File: config.mk
export PLATFORM = sky130hd
export DESIGN_NAME = ram_port_arbiter
export DESIGN_NICKNAME = d
export VERILOG_FILES = /design/src/rtl/ram_port_arbiter_pkg.sv /design/src/rtl/ram_port_arbiter.sv
export SDC_FILE = /design/constraint.sdc
export NUM_CORES = 1
export LEC_CHECK = 0
export BUFFER_PORTS_ARGS = -buffer_cell sky130_fd_sc_hd__buf_2
export CORE_AREA = 5 5 85 87
export CTS_CLUSTER_DIAMETER = 40
export DETAILED_ROUTE_END_ITERATION = 12
export DIE_AREA = 0 0 90 92
export MAX_ROUTING_LAYER = met4
export PLACE_DENSITY = 0.73
export SLEW_MARGIN = 40
export SYNTH_ARGS = -nofsm -noshare
export SYNTH_HDL_FRONTEND = slang
export SYNTH_SLANG_ARGS = --single-unit
export TNS_END_PERCENT = 30
File: constraint.sdc
create_clock -name clk -period 2.15 [get_ports clk]
set_clock_uncertainty 0.05 [all_clocks]
set_input_delay 0.1075 -clock clk [delete_from_list [all_inputs] [get_ports clk]]
set_output_delay 0.1075 -clock clk [all_outputs]
set_load 0.1 [all_outputs]
File: src/rtl/ram_port_arbiter_pkg.sv
// Shared types and constants for the CPU / debug-loader RAM port arbiter.
package ram_port_arbiter_pkg;

  localparam int DEF_ADDR_W = 8;
  localparam int DEF_DATA_W = 32;

  localparam logic PORT_CPU = 1'b0;
  localparam logic PORT_DBG = 1'b1;

  typedef enum logic [1:0] {
    ST_IDLE = 2'd0,
    ST_CPU  = 2'd1,
    ST_DBG  = 2'd2
  } owner_state_t;

endpackage

File: src/rtl/ram_port_arbiter.sv
// Arbitrates a single-port RAM between a CPU port and a bursting debug loader.
module ram_port_arbiter
  import ram_port_arbiter_pkg::*;
#(
  parameter int ADDR_W    = DEF_ADDR_W,
  parameter int DATA_W    = DEF_DATA_W,
  parameter int MAX_BURST = 4
) (
  input  logic              clk,
  input  logic              reset,
  input  logic              cpu_req,
  input  logic              cpu_we,
  input  logic [ADDR_W-1:0] cpu_addr,
  input  logic [DATA_W-1:0] cpu_wdata,
  output logic              cpu_gnt,
  output logic              cpu_stall,
  output logic              cpu_rvalid,
  output logic [DATA_W-1:0] cpu_rdata,
  input  logic              dbg_req,
  input  logic              dbg_we,
  input  logic              dbg_last,
  input  logic [ADDR_W-1:0] dbg_addr,
  input  logic [DATA_W-1:0] dbg_wdata,
  output logic              dbg_gnt,
  output logic              dbg_rvalid,
  output logic [DATA_W-1:0] dbg_rdata,
  output logic              ram_en,
  output logic              ram_we,
  output logic [ADDR_W-1:0] ram_addr,
  output logic [DATA_W-1:0] ram_wdata,
  input  logic [DATA_W-1:0] ram_rdata
);

  localparam logic [3:0] BURST_LAST = 4'(MAX_BURST - 1);

  owner_state_t state, state_nxt;
  logic       last_owner, last_owner_nxt;
  logic [3:0] beat_cnt, beat_cnt_nxt;
  logic       tag_cpu_rd, tag_dbg_rd;

  always_ff @(posedge clk) begin
    if (reset) begin
      state      <= ST_IDLE;
      last_owner <= PORT_DBG;
      beat_cnt   <= 4'd0;
      tag_cpu_rd <= 1'b0;
      tag_dbg_rd <= 1'b0;
    end else begin
      state      <= state_nxt;
      last_owner <= last_owner_nxt;
      beat_cnt   <= beat_cnt_nxt;
      tag_cpu_rd <= cpu_gnt && !cpu_we;
      tag_dbg_rd <= dbg_gnt && !dbg_we;
    end
  end

  // Grants and read-valids are forced low during the reset cycle so no RAM access leaks out.
  always_comb begin
    cpu_gnt    = !reset && (state == ST_CPU) && cpu_req;
    dbg_gnt    = !reset && (state == ST_DBG) && dbg_req;
    cpu_stall  = cpu_req && !cpu_gnt;
    cpu_rvalid = !reset && tag_cpu_rd;
    dbg_rvalid = !reset && tag_dbg_rd;
    cpu_rdata  = ram_rdata;
    dbg_rdata  = ram_rdata;
    ram_en     = cpu_gnt || dbg_gnt;
    ram_we     = (cpu_gnt && cpu_we) || (dbg_gnt && dbg_we);
    ram_addr   = dbg_gnt ? dbg_addr : cpu_addr;
    ram_wdata  = dbg_gnt ? dbg_wdata : cpu_wdata;
  end

  always_comb begin
    state_nxt      = state;
    beat_cnt_nxt   = 4'd0;
    last_owner_nxt = last_owner;
    if (cpu_gnt) last_owner_nxt = PORT_CPU;
    if (dbg_gnt) last_owner_nxt = PORT_DBG;
    case (state)
      ST_IDLE: begin
        if (cpu_req && dbg_req) state_nxt = (last_owner == PORT_CPU) ? ST_DBG : ST_CPU;
        else if (cpu_req)       state_nxt = ST_CPU;
        else if (dbg_req)       state_nxt = ST_DBG;
        else                    state_nxt = ST_IDLE;
      end
      ST_CPU: begin
        if (dbg_req)      state_nxt = ST_DBG;
        else if (cpu_req) state_nxt = ST_CPU;
        else              state_nxt = ST_IDLE;
      end
      ST_DBG: begin
        // A waiting CPU always takes the slot once a burst ends; otherwise a new burst restarts the count.
        if (dbg_req && !dbg_last && (beat_cnt < BURST_LAST)) begin
          state_nxt    = ST_DBG;
          beat_cnt_nxt = beat_cnt + 4'd1;
        end else if (cpu_req) state_nxt = ST_CPU;
        else if (dbg_req)     state_nxt = ST_DBG;
        else                  state_nxt = ST_IDLE;
      end
      default: state_nxt = ST_IDLE;
    endcase
  end

endmodule

Word level (Yosys, flattened, before mapping)
Cells that the tools add are included.
- input bits: 119
- output and inout port bits: 111
- flip-flop bits (word level): 9
- logic and storage cells: 45
- $add $sub $neg: 1
- $lt $le $gt $ge: 1
- reductions and logical operators: 24
- eq/ne operators: 2
- mux-type cells: 10
- bitwise operators: 2
- operator list (operator ; count):
    $mux 32 ; 1
    $logic_and 1x1->1 ; 14
    $mux 2 ; 6
    $mux 8 ; 1
    $pmux 2 s3 ; 1
    $logic_not 1->1 ; 5
    $add 4x1->4 const B ; 1
    $lt 4x2->1 const B ; 1
    $reduce_or 3->1 ; 1
    $eq 2x1->1 const B ; 1
    $eq 2x2->1 const B ; 1
    $logic_not 2->1 ; 1
    $logic_or 1x1->1 ; 2
    $not 1->1 ; 2
    $reduce_or 2->1 ; 1
    $mux 1 ; 1

Logic depth before layout (Yosys ltp)
- depth in word-level cells: 5
- depth in mapped cells: 5
- gate-level depth less buffers: 4

Worst setup path after synthesis
Ideal clock, no wire load.
- path kind: reg-to-output
- start point: register state[0]
- end point: output ram_we
- path slack: -0.084 ns
- stages on the path, launching flop included: 4
- buffers on the path: 0
- arrival time: 2.077 ns
- data required time: 1.992 ns
- cells stage by stage: dfxtp_1 > nand4_1 > inv_1 > a22o_1
- longest elaborated chain between the ends: 5
- elaborated cells between the ends (all ways): 9
- those cells by class: 2 x eq/ne; 7 x reduce/logical
- RTL lines (what ; line ; source):
    from (decl) ; ram_port_arbiter.sv:36 ; owner_state_t state, state_nxt;
    from (signal assigned) ; ram_port_arbiter.sv:49 ; state <= state_nxt;
    $eq 2x1->1 ; ram_port_arbiter.sv:59 ; cpu_gnt = !reset && (state == ST_CPU) && cpu_req;
    $logic_and 1x1->1 (2 in series) ; ram_port_arbiter.sv:59 ;
    named net cpu_gnt ; ram_port_arbiter.sv:15 ; output logic cpu_gnt,
    $logic_and 1x1->1 ; ram_port_arbiter.sv:67 ; ram_we = (cpu_gnt && cpu_we) || (dbg_gnt && dbg_we);
    $logic_or 1x1->1 ; ram_port_arbiter.sv:67 ;
    to (decl) ; ram_port_arbiter.sv:28 ; output logic ram_we,
The timed path passes the listed nets, and every way through them passes these cells.

Final worst setup path
- start point: register state[1]
- end point: output ram_wdata[15]
- longest elaborated chain between the ends: 4
- RTL lines (what ; line ; source):
    $eq 2x2->1 ; ram_port_arbiter.sv:60 ; dbg_gnt = !reset && (state == ST_DBG) && dbg_req;
    $logic_and 1x1->1 (2 in series) ; ram_port_arbiter.sv:60 ;
    $mux 32 ; ram_port_arbiter.sv:69 ; ram_wdata = dbg_gnt ? dbg_wdata : cpu_wdata;
    to (decl) ; ram_port_arbiter.sv:30 ; output logic [DATA_W-1:0] ram_wdata,
Every way passes these cells.

==> flow_summary_export.csv <==
group,metric,value,unit
route,antenna_left,0,
logic_synthesis,synth_xor_area_share,0,%
clock_network,cts.sinks,9,
power,p_comb_share,68.4,%
logic_synthesis,synth_area,1553,um2
route,drtIter0Drc,17,
grt,grt_pass1_wl,7134,um
floorplanning,dieArea,8280,um2
power,leakagePower,1.242,nW
floorplanning,rows,29,
sta,post-route-period-util,94.15,%
sta,setup-tns-final,0,ps
finish,layout-drive-gt1-share,81.33,%
logic_synthesis,ys_seq_elements,9,
worst_setup_path,rr_worst_depth,4,
logic_synthesis,yosysSeqAreaShare,11.60,%
worst_setup_path,crit_start,"state[1]$_SDFF_PP0_",
route,drc,0,
grt,grt_util_all_layers,10.48,%
logic_synthesis,muxShareOfSynthArea,37.47,%
finish,syn_to_final_growth,57.78,%
finish,nets,346,
route,avgRoutedWirePerCell,14.79,um
route,via_per_inst,4.242,
route,vias,1281,
worst_setup_path,worst-setup-path-type,"register to output port",
power,p_clk_share,16.6,%
power,p_sw_share,48.23,%
min_path,min_path_cells,2,
clock_network,cts_tree,"yes",
finish,multi_input_area,787.0,um2
clock_network,cts.repair.resized,0,
logic_synthesis,synth_top_cell_by_area,"mux2_4",
status,status,"complete, no violations",
grt,grt_pass1_vias,1394,
clock_network,clk_pin_slew_worst_paths,40,ps
worst_setup_path,r2r_setup_slack,540,ps
grt,gr-total-overflow,0,
grt,grt_antenna_before_repair,0,
sta,fmax,494.0,MHz
worst_setup_path,path_cells,"nor3b_2 > and2_4 > buf_4 > mux2_4 > buf_12",
floorplanning,die_x,90,um
worst_setup_path,endpoint,"ram_wdata[15]",
logic_synthesis,yosys.area_share.simple,8.300,%
logic_synthesis,postSynth.asyncResetShare,0,%
sta,hold_violations,0,
finish,n_fill_cell,598,
sta,setup_viol,0,
clock_network,htreeDepth,1,
min_path,hp-class,"input pin to register",
logic_synthesis,syn_inst,150,
sta,drv_slew,0,
flow_run,drv_cap,0,
clock_network,cts_buffers,3,
finish,antennaDiodeCount,0,
sta,hold_ws,117.3,ps
clock_network,clock_latency,240,ps
grt,grt_max_degree,17,
clock_network,clk_path_buf_depth,2,
finish,fin_area,2450,um2
placed_design,port-buffer-count,133,
worst_setup_path,cp_slowest_cell,"dfxtp_1",
power,seqPwrFrac,15.0,%
worst_setup_path,r2r_end,"state[1]$_SDFF_PP0_",
worst_setup_path,cp.arrival,1870,ps
finish,regArea,180.2,um2
worst_setup_path,cp_max_fo,9,
logic_synthesis,avgSynthCellArea,10.35,um2
logic_synthesis,synth.area.top_cells,"mux2_4 (34%), buf_4 (31%), dfxtp_1 (12%)",
logic_synthesis,synth-compound-area-share,3.546,%
logic_synthesis,synth_cell_types,27,
floorplanning,start_util,24.74,%
logic_synthesis,synth-edff-count,0,
worst_setup_path,required,1990,ps
logic_synthesis,netlist.area_leader.share,33.84,%
worst_setup_path,r2r-start,"beat_cnt[0]$_SDFF_PP0_",
power,intPower,0.6196,mW
placed_design,gp_congestion,0.8594,
floorplanning,core,6277,um2
placed_design,dp_hpwl,3895,um
worst_setup_path,cp-end-kind,"output port",
placed_design,placedInstanceArea,2370,um2
logic_synthesis,synth_top_family_by_area,"buffers and inverters",
floorplanning,die_y,92,um
power,powerDensity,488.5,nW/um2
clock_network,cts_root_buffer,"clkbuf_8",
power,power.switching,0.5772,mW
power,irDropWorstVdd,0.0003922,V
floorplanning,pin_count,230,
sta,fin_crit,2024,ps
worst_setup_path,max_stage_delay,380,ps
logic_synthesis,synth_ff_type,"dfxtp_1",
worst_setup_path,start_kind,"register",
logic_synthesis,synthAdderAreaFrac,0.8058,%
logic_synthesis,ys_warn_count,0,
sta,rsz0062_at_grt,"no",
route,drt-total-wl,4467,um
route,drtPass1Iterations,4,
## flip-flops by register name, summed over array words and instances (netlist names)
register    count
beat_cnt        4
state           2
last_owner      1
tag_cpu_rd      1
tag_dbg_rd      1
## stage by stage
stage / utilization (%) / total power, mW / setup WS [ps] / cells
floorplan: - / 1.255 / 102.8 / 151
global placement: 37.75 / 0.9912 / 324.0 / 294
detailed placement: 37.75 / 1.001 / 253.8 / 294
CTS: 39.03 / 1.212 / 114.8 / 302
global route: 39.03 / 1.241 / 54.00 / 302
finish: 39.03 / 1.197 / 125.9 / 302
## repair_timing
action	4_1_cts	5_1_grt
setup buffers	2	0
hold endpoints to repair	2	0
hold buffers	2	0
setup endpoints to repair	17	0
## power by group through the flow
stage | Sequential, mW | Combinational [mW] | Clock, mW
after global routing | 0.180 | 0.845 | 0.216
after floorplan | 0.181 | 1.07 | 0
after CTS | 0.179 | 0.824 | 0.209
after global placement | 0.182 | 0.809 | 0
after detailed placement | 0.183 | 0.819 | 0
final | 0.180 | 0.818 | 0.199
## metal layers
layer | routed length (um) | track usage, % | vias to the layer above | share of wire, %
li1 | - | - | 590 | -
met1 | 1648 | 11.23 | 562 | 37
met2 | 2110 | 15.98 | 127 | 47
met3 | 678 | 6.956 | 2 | 15
met4 | 29 | 2.730 | 0 | 0.65
met5 | 0 | - | - | 0
## area by class of cell
| class | instances | share of cell area (%) |
|---|---|---|
| flip-flops and latches | 9 | 7.354 |
| multi-input cells | 69 | 32.12 |
| well taps | 77 | 3.933 |
| clock buffers | 4 | 1.839 |
| repair buffers | 139 | 54.14 |
| inverters | 4 | 0.6129 |
## worst min-delay path by stage
stage	start	endpoint	slack, ps
after floorplan	dbg_we	tag_dbg_rd$_SDFF_PP0_	130
after global placement	ram_rdata[20]	cpu_rdata[20]	170
final	reset	state[1]$_SDFF_PP0_	120
after CTS	reset	state[1]$_SDFF_PP0_	110
after detailed placement	ram_rdata[20]	cpu_rdata[20]	170
after global routing	reset	last_owner$_SDFFE_PP1N_	140
## cells in the final DEF (no fill, tap or decap), drive strengths merged, types with 2 or more instances in the layout
cell           n
nand2b         3
nor2b          2
and2b          2
and3           2
nor3b          2
mux2          40
or3            2
dlygate4sd3    2
nor2           2
dfxtp          9
nand4          2
buf          137
conb           2
clkbuf         4
inv            4
## critical path, delay by kind of cell, from the launching register on
kind	cells	cell delay, ps
mux	1	330
simple gates	2	540
buf+inv	2	380
flops	1	380
## cells by family after synthesis
kind of cell / Yosys count
buffers and inverters: 73
multiplexers: 40
AND/OR/NAND/NOR: 19
flip-flops: 9
AO/OA/AOI/OAI: 7
adder cells (fa/ha/maj): 1
other: 1
## cell usage after synthesis, drive strengths merged, types with 2 or more instances
| master | instances |
|---|---|
| nand2b | 3 |
| mux2 | 40 |
| nand4 | 2 |
| buf | 69 |
| nor2b | 2 |
| and3 | 2 |
| and2b | 2 |
| nor2 | 2 |
| dfxtp | 9 |
| inv | 4 |
| or3 | 2 |
| nor3b | 2 |
No activity file was read; power rests on OpenSTA's default activity.
